$ cat src/rtl/md_dbg_pkg.sv
`default_nettype none
// ============================================================================
// Module      : md_dbg_pkg
// Description : Register map, response codes and helpers for the MD debug
//               AXI4-Lite bridge.
// Revision    : 1.0 - initial release
// ============================================================================
package md_dbg_pkg;

    localparam logic [5:0] ADDR_CTRL    = 6'h00;
    localparam logic [5:0] ADDR_COMMIT  = 6'h04;
    localparam logic [5:0] ADDR_SNAP    = 6'h08;
    localparam logic [5:0] ADDR_STATUS  = 6'h0C;
    localparam logic [5:0] ADDR_STEP    = 6'h10;
    localparam logic [5:0] ADDR_RST_LEN = 6'h14;
    localparam logic [5:0] ADDR_VERSION = 6'h18;

    localparam int CH_BASE       = 'h40;
    localparam int CH_STRIDE     = 'h40;
    localparam int WORDS_PER_WIN = 8;

    localparam logic [31:0] VERSION_VAL = 32'h4D44_0002;

    typedef logic [1:0] resp_t;
    localparam resp_t RESP_OKAY   = 2'b00;
    localparam resp_t RESP_SLVERR = 2'b10;

    // Ones in bits [width-1:0]; width 256 wraps to all ones.
    function automatic logic [255:0] width_mask(input int width);
        return (256'd1 << width) - 256'd1;
    endfunction

endpackage
`default_nettype wire

$ cat src/rtl/md_dbg_rst_pulse.sv
`default_nettype none
// ============================================================================
// Module      : md_dbg_rst_pulse
// Description : Loadable count-down pulse generator; a start reloads the count.
// Revision    : 1.0 - initial release
// ============================================================================
module md_dbg_rst_pulse #(
    parameter int LEN_W = 8
) (
    input  logic             ap_clk,
    input  logic             ap_rst,
    input  logic             start,
    input  logic [LEN_W-1:0] len,
    output logic             pulse
);

    logic [LEN_W-1:0] r_cnt;

    always_ff @(posedge ap_clk) begin
        if (ap_rst) begin
            r_cnt <= '0;
        end else if (start) begin
            r_cnt <= (len == '0) ? LEN_W'(1) : len;
        end else if (r_cnt != '0) begin
            r_cnt <= r_cnt - LEN_W'(1);
        end
    end

    assign pulse = (r_cnt != '0);

endmodule
`default_nettype wire

$ cat src/rtl/md_dbg_axil_bridge.sv
`default_nettype none
// ============================================================================
// Module      : md_dbg_axil_bridge
// Description : AXI4-Lite debug slave: per-channel wide shadow/commit and
//               snapshot/readback words, plus a programmable core reset pulse.
// Revision    : 1.0 - initial release
// ============================================================================
module md_dbg_axil_bridge
    import md_dbg_pkg::*;
#(
    parameter int AXIL_DATA_WIDTH = 32,
    parameter int AXIL_ADDR_WIDTH = 9,
    parameter int NUM_CH          = 2,
    parameter int DIN_WIDTH       = 210,
    parameter int DOUT_WIDTH      = 192,
    parameter int RST_LEN_W       = 8
) (
    input  logic                         ap_clk,
    input  logic                         ap_rst,
    input  logic [AXIL_ADDR_WIDTH-1:0]   S_AXIL_AWADDR,
    input  logic                         S_AXIL_AWVALID,
    output logic                         S_AXIL_AWREADY,
    input  logic [AXIL_DATA_WIDTH-1:0]   S_AXIL_WDATA,
    input  logic [AXIL_DATA_WIDTH/8-1:0] S_AXIL_WSTRB,
    input  logic                         S_AXIL_WVALID,
    output logic                         S_AXIL_WREADY,
    output logic [1:0]                   S_AXIL_BRESP,
    output logic                         S_AXIL_BVALID,
    input  logic                         S_AXIL_BREADY,
    input  logic [AXIL_ADDR_WIDTH-1:0]   S_AXIL_ARADDR,
    input  logic                         S_AXIL_ARVALID,
    output logic                         S_AXIL_ARREADY,
    output logic [AXIL_DATA_WIDTH-1:0]   S_AXIL_RDATA,
    output logic [1:0]                   S_AXIL_RRESP,
    output logic                         S_AXIL_RVALID,
    input  logic                         S_AXIL_RREADY,
    output logic [NUM_CH*DIN_WIDTH-1:0]  ch_d_in,
    output logic [NUM_CH-1:0]            ch_write,
    input  logic [NUM_CH*DOUT_WIDTH-1:0] ch_d_out,
    output logic [NUM_CH-1:0]            ch_read,
    input  logic [NUM_CH-1:0]            ch_done,
    input  logic [31:0]                  step,
    output logic                         debug_reset
);

    logic                 r_live, r_aw_held, r_w_held, r_bvalid, r_rvalid;
    logic [8:2]           r_awaddr;
    logic [31:0]          r_wdata, r_rdata;
    logic [3:0]           r_wstrb;
    resp_t                r_bresp, r_rresp;
    logic [RST_LEN_W-1:0] r_rst_len;

    logic        w_wr_go, w_wr_glob, w_wr_ok, w_glob_wr, w_commit, w_snap, w_start;
    logic [2:0]  w_wr_ch, w_ar_ch;
    logic [3:0]  w_wr_word, w_ar_word;
    logic [5:0]  w_wr_off, w_ar_off;
    logic        w_ar_glob;
    logic [31:0] w_bmask, w_wdata_m, w_rdata, w_status;
    resp_t       w_rresp;
    logic [31:0] w_ch_rword [8];
    logic [7:0]  w_stale;
    logic        w_unused;

    assign w_unused = &{1'b0, S_AXIL_AWADDR[1:0], S_AXIL_ARADDR[1:0]};

    assign S_AXIL_AWREADY = r_live && !r_aw_held && !r_bvalid;
    assign S_AXIL_WREADY  = r_live && !r_w_held && !r_bvalid;
    assign S_AXIL_ARREADY = r_live && !r_rvalid;
    assign S_AXIL_BVALID  = r_bvalid;
    assign S_AXIL_BRESP   = r_bresp;
    assign S_AXIL_RVALID  = r_rvalid;
    assign S_AXIL_RRESP   = r_rresp;
    assign S_AXIL_RDATA   = r_rdata;

    // Write decode works from the held beats, so it is stable on the go cycle.
    assign w_wr_go   = r_aw_held && r_w_held;
    assign w_wr_glob = (r_awaddr[8:6] == 3'd0);
    assign w_wr_ch   = r_awaddr[8:6] - 3'(CH_BASE / CH_STRIDE);
    assign w_wr_word = r_awaddr[5:2];
    assign w_wr_off  = {r_awaddr[5:2], 2'b00};
    assign w_bmask   = {{8{r_wstrb[3]}}, {8{r_wstrb[2]}}, {8{r_wstrb[1]}}, {8{r_wstrb[0]}}};
    assign w_wdata_m = r_wdata & w_bmask;

    always_comb begin
        w_wr_ok = 1'b0;
        if (w_wr_glob) begin
            case (w_wr_off)
                ADDR_CTRL, ADDR_COMMIT, ADDR_SNAP, ADDR_RST_LEN: w_wr_ok = 1'b1;
                default:                                         w_wr_ok = 1'b0;
            endcase
        end else begin
            w_wr_ok = (int'(w_wr_ch) < NUM_CH) && (int'(w_wr_word) < WORDS_PER_WIN);
        end
    end

    assign w_glob_wr = w_wr_go && w_wr_ok && w_wr_glob;
    assign w_commit  = w_glob_wr && (w_wr_off == ADDR_COMMIT);
    assign w_snap    = w_glob_wr && (w_wr_off == ADDR_SNAP);
    assign w_start   = w_glob_wr && (w_wr_off == ADDR_CTRL) && w_wdata_m[0];

    always_ff @(posedge ap_clk) begin
        if (ap_rst) begin
            r_live    <= 1'b0;
            r_aw_held <= 1'b0;
            r_w_held  <= 1'b0;
            r_awaddr  <= '0;
            r_wdata   <= '0;
            r_wstrb   <= '0;
            r_bvalid  <= 1'b0;
            r_bresp   <= RESP_OKAY;
            r_rvalid  <= 1'b0;
            r_rdata   <= '0;
            r_rresp   <= RESP_OKAY;
            r_rst_len <= RST_LEN_W'(16);
        end else begin
            r_live <= 1'b1;
            if (S_AXIL_AWVALID && S_AXIL_AWREADY) begin
                r_aw_held <= 1'b1;
                r_awaddr  <= S_AXIL_AWADDR[8:2];
            end
            if (S_AXIL_WVALID && S_AXIL_WREADY) begin
                r_w_held <= 1'b1;
                r_wdata  <= S_AXIL_WDATA;
                r_wstrb  <= S_AXIL_WSTRB;
            end
            if (w_wr_go) begin
                r_aw_held <= 1'b0;
                r_w_held  <= 1'b0;
                r_bvalid  <= 1'b1;
                r_bresp   <= w_wr_ok ? RESP_OKAY : RESP_SLVERR;
                if (w_glob_wr && (w_wr_off == ADDR_RST_LEN)) begin
                    r_rst_len <= (r_rst_len & ~w_bmask[RST_LEN_W-1:0]) | w_wdata_m[RST_LEN_W-1:0];
                end
            end else if (r_bvalid && S_AXIL_BREADY) begin
                r_bvalid <= 1'b0;
            end
            if (S_AXIL_ARVALID && S_AXIL_ARREADY) begin
                r_rvalid <= 1'b1;
                r_rdata  <= w_rdata;
                r_rresp  <= w_rresp;
            end else if (r_rvalid && S_AXIL_RREADY) begin
                r_rvalid <= 1'b0;
            end
        end
    end

    assign w_ar_glob = (S_AXIL_ARADDR[8:6] == 3'd0);
    assign w_ar_ch   = S_AXIL_ARADDR[8:6] - 3'(CH_BASE / CH_STRIDE);
    assign w_ar_word = S_AXIL_ARADDR[5:2];
    assign w_ar_off  = {S_AXIL_ARADDR[5:2], 2'b00};

    // Eight slots cover every channel index the 9-bit map can address.
    for (genvar c = 0; c < 8; c++) begin : g_ch
        if (c < NUM_CH) begin : g_on
            localparam logic [255:0] c_din_mask = width_mask(DIN_WIDTH);
            logic [255:0]          r_shadow, r_snap;
            logic [DIN_WIDTH-1:0]  r_d_in;
            logic                  r_write, r_read, r_stale;
            logic                  w_sel;
            logic [31:0]           w_m;

            assign w_sel = w_wr_go && w_wr_ok && !w_wr_glob && (w_wr_ch == 3'(c));
            assign w_m   = w_bmask & c_din_mask[{w_wr_word[2:0], 5'b0} +: 32];

            always_ff @(posedge ap_clk) begin
                if (ap_rst) begin
                    r_shadow <= '0;
                    r_snap   <= '0;
                    r_d_in   <= '0;
                    r_write  <= 1'b0;
                    r_read   <= 1'b0;
                    r_stale  <= 1'b0;
                end else begin
                    r_write <= w_commit && w_wdata_m[c];
                    r_read  <= w_snap && w_wdata_m[c];
                    if (w_sel) begin
                        r_shadow[{w_wr_word[2:0], 5'b0} +: 32] <=
                            (r_shadow[{w_wr_word[2:0], 5'b0} +: 32] & ~w_m) | (r_wdata & w_m);
                    end
                    if (w_commit && w_wdata_m[c]) begin
                        r_d_in <= r_shadow[DIN_WIDTH-1:0];
                    end
                    if (w_snap && w_wdata_m[c]) begin
                        r_snap  <= 256'(ch_d_out[c*DOUT_WIDTH +: DOUT_WIDTH]);
                        r_stale <= ~ch_done[c];
                    end
                end
            end

            assign ch_d_in[c*DIN_WIDTH +: DIN_WIDTH] = r_d_in;
            assign ch_write[c]   = r_write;
            assign ch_read[c]    = r_read;
            assign w_stale[c]    = r_stale;
            assign w_ch_rword[c] = w_ar_word[3] ? r_snap[{w_ar_word[2:0], 5'b0} +: 32]
                                                : r_shadow[{w_ar_word[2:0], 5'b0} +: 32];
        end else begin : g_off
            assign w_stale[c]    = 1'b0;
            assign w_ch_rword[c] = '0;
        end
    end

    always_comb begin
        w_status                = '0;
        w_status[NUM_CH-1:0]    = ch_done;
        w_status[15:8]          = w_stale;
        w_status[16]            = debug_reset;
    end

    always_comb begin
        w_rdata = '0;
        w_rresp = RESP_OKAY;
        if (w_ar_glob) begin
            case (w_ar_off)
                ADDR_CTRL, ADDR_COMMIT, ADDR_SNAP: w_rdata = '0;
                ADDR_STATUS:  w_rdata = w_status;
                ADDR_STEP:    w_rdata = step;
                ADDR_RST_LEN: w_rdata = 32'(r_rst_len);
                ADDR_VERSION: w_rdata = VERSION_VAL;
                default:      w_rresp = RESP_SLVERR;
            endcase
        end else if (int'(w_ar_ch) < NUM_CH) begin
            w_rdata = w_ch_rword[w_ar_ch];
        end else begin
            w_rresp = RESP_SLVERR;
        end
    end

    md_dbg_rst_pulse #(
        .LEN_W (RST_LEN_W)
    ) u_rst_pulse (
        .ap_clk (ap_clk),
        .ap_rst (ap_rst),
        .start  (w_start),
        .len    (r_rst_len),
        .pulse  (debug_reset)
    );

endmodule
`default_nettype wire

$ cat config.mk
export PLATFORM = sky130hd
export DESIGN_NAME = md_dbg_axil_bridge
export DESIGN_NICKNAME = d
export VERILOG_FILES = /design/src/rtl/md_dbg_pkg.sv /design/src/rtl/md_dbg_rst_pulse.sv /design/src/rtl/md_dbg_axil_bridge.sv
export SDC_FILE = /design/constraint.sdc
export NUM_CORES = 2
export LEC_CHECK = 0
export CORE_AREA = 2 2 369 371
export DETAILED_ROUTE_END_ITERATION = 7
export DIE_AREA = 0 0 371 373
export DONT_BUFFER_PORTS = 1
export PLACE_DENSITY_LB_ADDON = 0.3
export SLEW_MARGIN = 10
export SYNTH_ARGS = -nofsm -noshare
export SYNTH_HDL_FRONTEND = slang
export SYNTH_SLANG_ARGS = --single-unit
$ cat constraint.sdc
create_clock -name ap_clk -period 4 [get_ports ap_clk]
set_input_delay 0.8 -clock ap_clk [delete_from_list [all_inputs] [get_ports ap_clk]]
set_output_delay 0.8 -clock ap_clk [all_outputs]
set_load 0.01 [all_outputs]
==> results.sh <==
export IMPL_status="finished with violations"
export IMPL_violations="slew limit"
export IMPL_fin_nets=6744
export IMPL_fp_row_count=135
export IMPL_post_dp_cell_area_um2=60600
export IMPL_drive_gt1_frac=0.114
export IMPL_path_buf_inv=1
export IMPL_drtIter0Drc=7468
export IMPL_clockBufferDepth=3
export IMPL_power_uw=30400
export IMPL_finalInstanceArea_um2=65800
export IMPL_die_y_um=373
export IMPL_powerDensity_nw_per_um2=462
export IMPL_antenna_found_initial=43
export IMPL_ant_nets=0
export IMPL_synth_edf_count=0
export IMPL_cp_start_kind="flip-flop"
export IMPL_finalSetupViolCount=0
export IMPL_period_minus_slack_ns=3.31
export IMPL_syn_to_final_growth_pct=10.5
export IMPL_cp_data_required_time_ns=4.72
export IMPL_syn_inst=6525
export IMPL_die_width_um=371
export IMPL_critPathKind="flip-flop to flip-flop"
export IMPL_worst_slew_pin_slew_ns=2.71
export IMPL_grt_pass1_wl_um=377000
export IMPL_drc=0
export IMPL_rsz0062_at_grt="false"
export IMPL_cp_slowest_cell="nor3_2"
export IMPL_post_cts_buffers=0
export IMPL_clock_latency_ns=0.82
export IMPL_core_area_um2=135000
export IMPL_via_per_inst=6.46
export IMPL_grt_ovfl_total=0
export IMPL_routabilityCongestion=0.992
export IMPL_ys_types=69
export IMPL_root_buffer="clkbuf_16"
export IMPL_post_layout_nonfiller_instances=8177
export IMPL_path_delay_family="simple AND/OR/NAND/NOR gates"
export IMPL_cts_num_sinks=1420
export IMPL_mostFrequentLayoutCells="nand2_1 (2,015), dfxtp_1 (1,417), a21oi_1 (917), o2bb2ai_1 (338), mux4_2 (293)"
export IMPL_synth_adder_area_share=0.00294
export IMPL_synth_top_family_by_area="compound AO/OA/AOI/OAI gates"
export IMPL_yosys_warnings=0
export IMPL_die_area_um2=138000
export IMPL_yosys_area_share_simple=0.156
export IMPL_grt_max_degree=926
export IMPL_tritoncts_num_buffers=155
export IMPL_tns_ns=0
export IMPL_cts_tree="yes"
export IMPL_synth_seq_cells=1420
export IMPL_max_stage_delay_ns=0.75
export IMPL_ys_seq_area_frac=0.477
export IMPL_synth_top_area_cell="dfxtp_1"
export IMPL_min_period_over_period=0.827
export IMPL_vias=52800
export IMPL_place_inst=7875
export IMPL_start_util=0.442
export IMPL_ios=945
export IMPL_dpl_hpwl_um=196000
export IMPL_synth_ff_type="dfxtp_1"
export IMPL_wl_per_cell_um=33.6
export IMPL_finalHoldViolCount=0
export IMPL_syn_cell_area_um2=59600
export IMPL_syn_avg_cell_area_um2=9.13
export IMPL_synthMuxAreaShare=0.142
export IMPL_layout_commonest_cell="nand2_1"
export IMPL_fmax_mhz=302
export IMPL_cts_resized_gates=0
export IMPL_worst_setup_path_end_kind="flip-flop"
export IMPL_synthTopCellsByArea="dfxtp_1 (48%), nand2_1 (13%), mux4_2 (11%)"
export IMPL_fin_skew_ns=0.0302
export IMPL_cp_max_fo=28
export IMPL_holdBufCountCts=0
export IMPL_crit_path_cell_trace="inv_1, ha_1, nor2b_1, nand3_1, nor3_2, nand2_2, o2bb2ai_1"
export IMPL_drv_cap=0
export IMPL_synth_xor_area_share=0.000882
export IMPL_relSlewSlack=-0.809
export IMPL_clkTransAtPathRegs_ns=0.06
export IMPL_synth_compound_area_frac=0.176
export IMPL_track_usage=0.382
export IMPL_wl_um=275000
export IMPL_numPortBuffers=0
export IMPL_first_pass_iters=6
export IMPL_synth_async_reset_ratio=0
export IMPL_grt_pass1_vias=48400
export IMPL_min_path_type="input port to flip-flop"
export IMPL_cts_max_level=4
export IMPL_leakagePower_uw=0.0212
export IMPL_fillers=12700
export IMPL_ir_worst_vdd_v=0.000352
export IMPL_netlist_area_leader_share=0.477
export IMPL_finalMaxSlewViolations=612
export IMPL_worstPathArrival_ns=4.03
## synthesized netlist by cell type (4+ instances only)
library cell and count:
buf_1 21, nor2b_1 10, o21ai_0 42, nor3_1 22, and3_1 6, a22oi_1 14, clkbuf_1 320, mux4_2 293
nor2_1 124, ha_1 14, nand2_1 2015, a211oi_1 24, o2bb2ai_1 338, a221oi_1 4, a2111o_1 4, and2_1 7
o22ai_1 135, o211ai_1 25, a22o_1 48, buf_2 125, buf_6 20, o21ai_1 57, or3_1 6, a21oi_1 929
buf_4 70, nand2b_1 9, nand4_1 7, nand2_2 7, a311o_1 16, nor3_2 6, dfxtp_1 1420, mux2_2 18
a31oi_1 10, nand3_1 110, mux2i_1 163, a32oi_1 6, inv_1 18
## sequential cells by signal, summed over array words and instances (netlist names), 2 cells and up, named ones only
register,cells
S_AXIL_RDATA,32
g_ch.g_on.r_d_in,420
g_ch.g_on.r_read,2
g_ch.g_on.r_shadow,512
g_ch.g_on.r_snap,384
g_ch.g_on.r_stale,2
g_ch.g_on.r_write,2
r_awaddr,7
r_wdata,32
r_wstrb,4
u_rst_pulse.r_cnt,8
## per-stage QoR
stage | hold slack, ns | setup slack [ns] | utilization
2_1_floorplan | 0.433 | 0.798 | -
3_3_place_gp | 0.440 | 0.552 | 0.450
3_5_place_dp | 0.443 | 0.469 | 0.450
4_1_cts | 0.0429 | 0.754 | 0.489
5_1_grt | 0.0608 | 0.588 | 0.489
6_report | 0.0939 | 0.694 | 0.489
## area by class of cell
| class | instances | area, um^2 | share of cell area |
|---|---|---|---|
| clock buffer | 230 | 4590 | 0.0697 |
| tap | 1781 | 2230 | 0.0338 |
| timing repair buffer | 124 | 1270 | 0.0193 |
| clock inverter | 50 | 624 | 0.00948 |
| inverter | 21 | 83.8 | 0.00127 |
| multi-input combinational | 4529 | 28600 | 0.434 |
| sequential | 1420 | 28400 | 0.432 |
| antenna | 22 | 55.1 | 0.000836 |
## layer usage
layer	GRT usage	vias up	wire length, um
met4	0.234	40	19600
met1	0.495	26100	104000
met5	0	-	273
met3	0.156	700	39300
met2	0.527	3527	112000
li1	-	22500	-
## path summary, 6_finish.rpt
| path | slack, ns | from | to | cells past startpoint |
|---|---|---|---|---|
| setup / recovery | 0.69 | r_awaddr[6] | g_ch[1].g_on.r_shadow[95] | 7 |
| hold reg to reg | 0.45 | g_ch[1].g_on.r_snap[85] | g_ch[1].g_on.r_snap[85] | 2 |
| hold / removal | 0.09 | ch_done[1] | g_ch[1].g_on.r_stale | 1 |
| setup reg to reg | 0.69 | r_awaddr[6] | g_ch[1].g_on.r_shadow[95] | 7 |
## cell families after synthesis
logic type | count (synthesis)
adder cells (fa/ha/maj) | 14
XOR/XNOR | 6
AO/OA/AOI/OAI | 1680
AND/OR/NAND/NOR | 2353
flip-flops | 1420
other | 1
multiplexers | 474
buffers and inverters | 577
## power breakdown
group	internal (uW)	switching, uW	total, uW
Combinational	411	843	1250
Clock	8570	6280	14800
Sequential	14200	132	14300
Note: power is estimated with default switching activity, not from simulation.
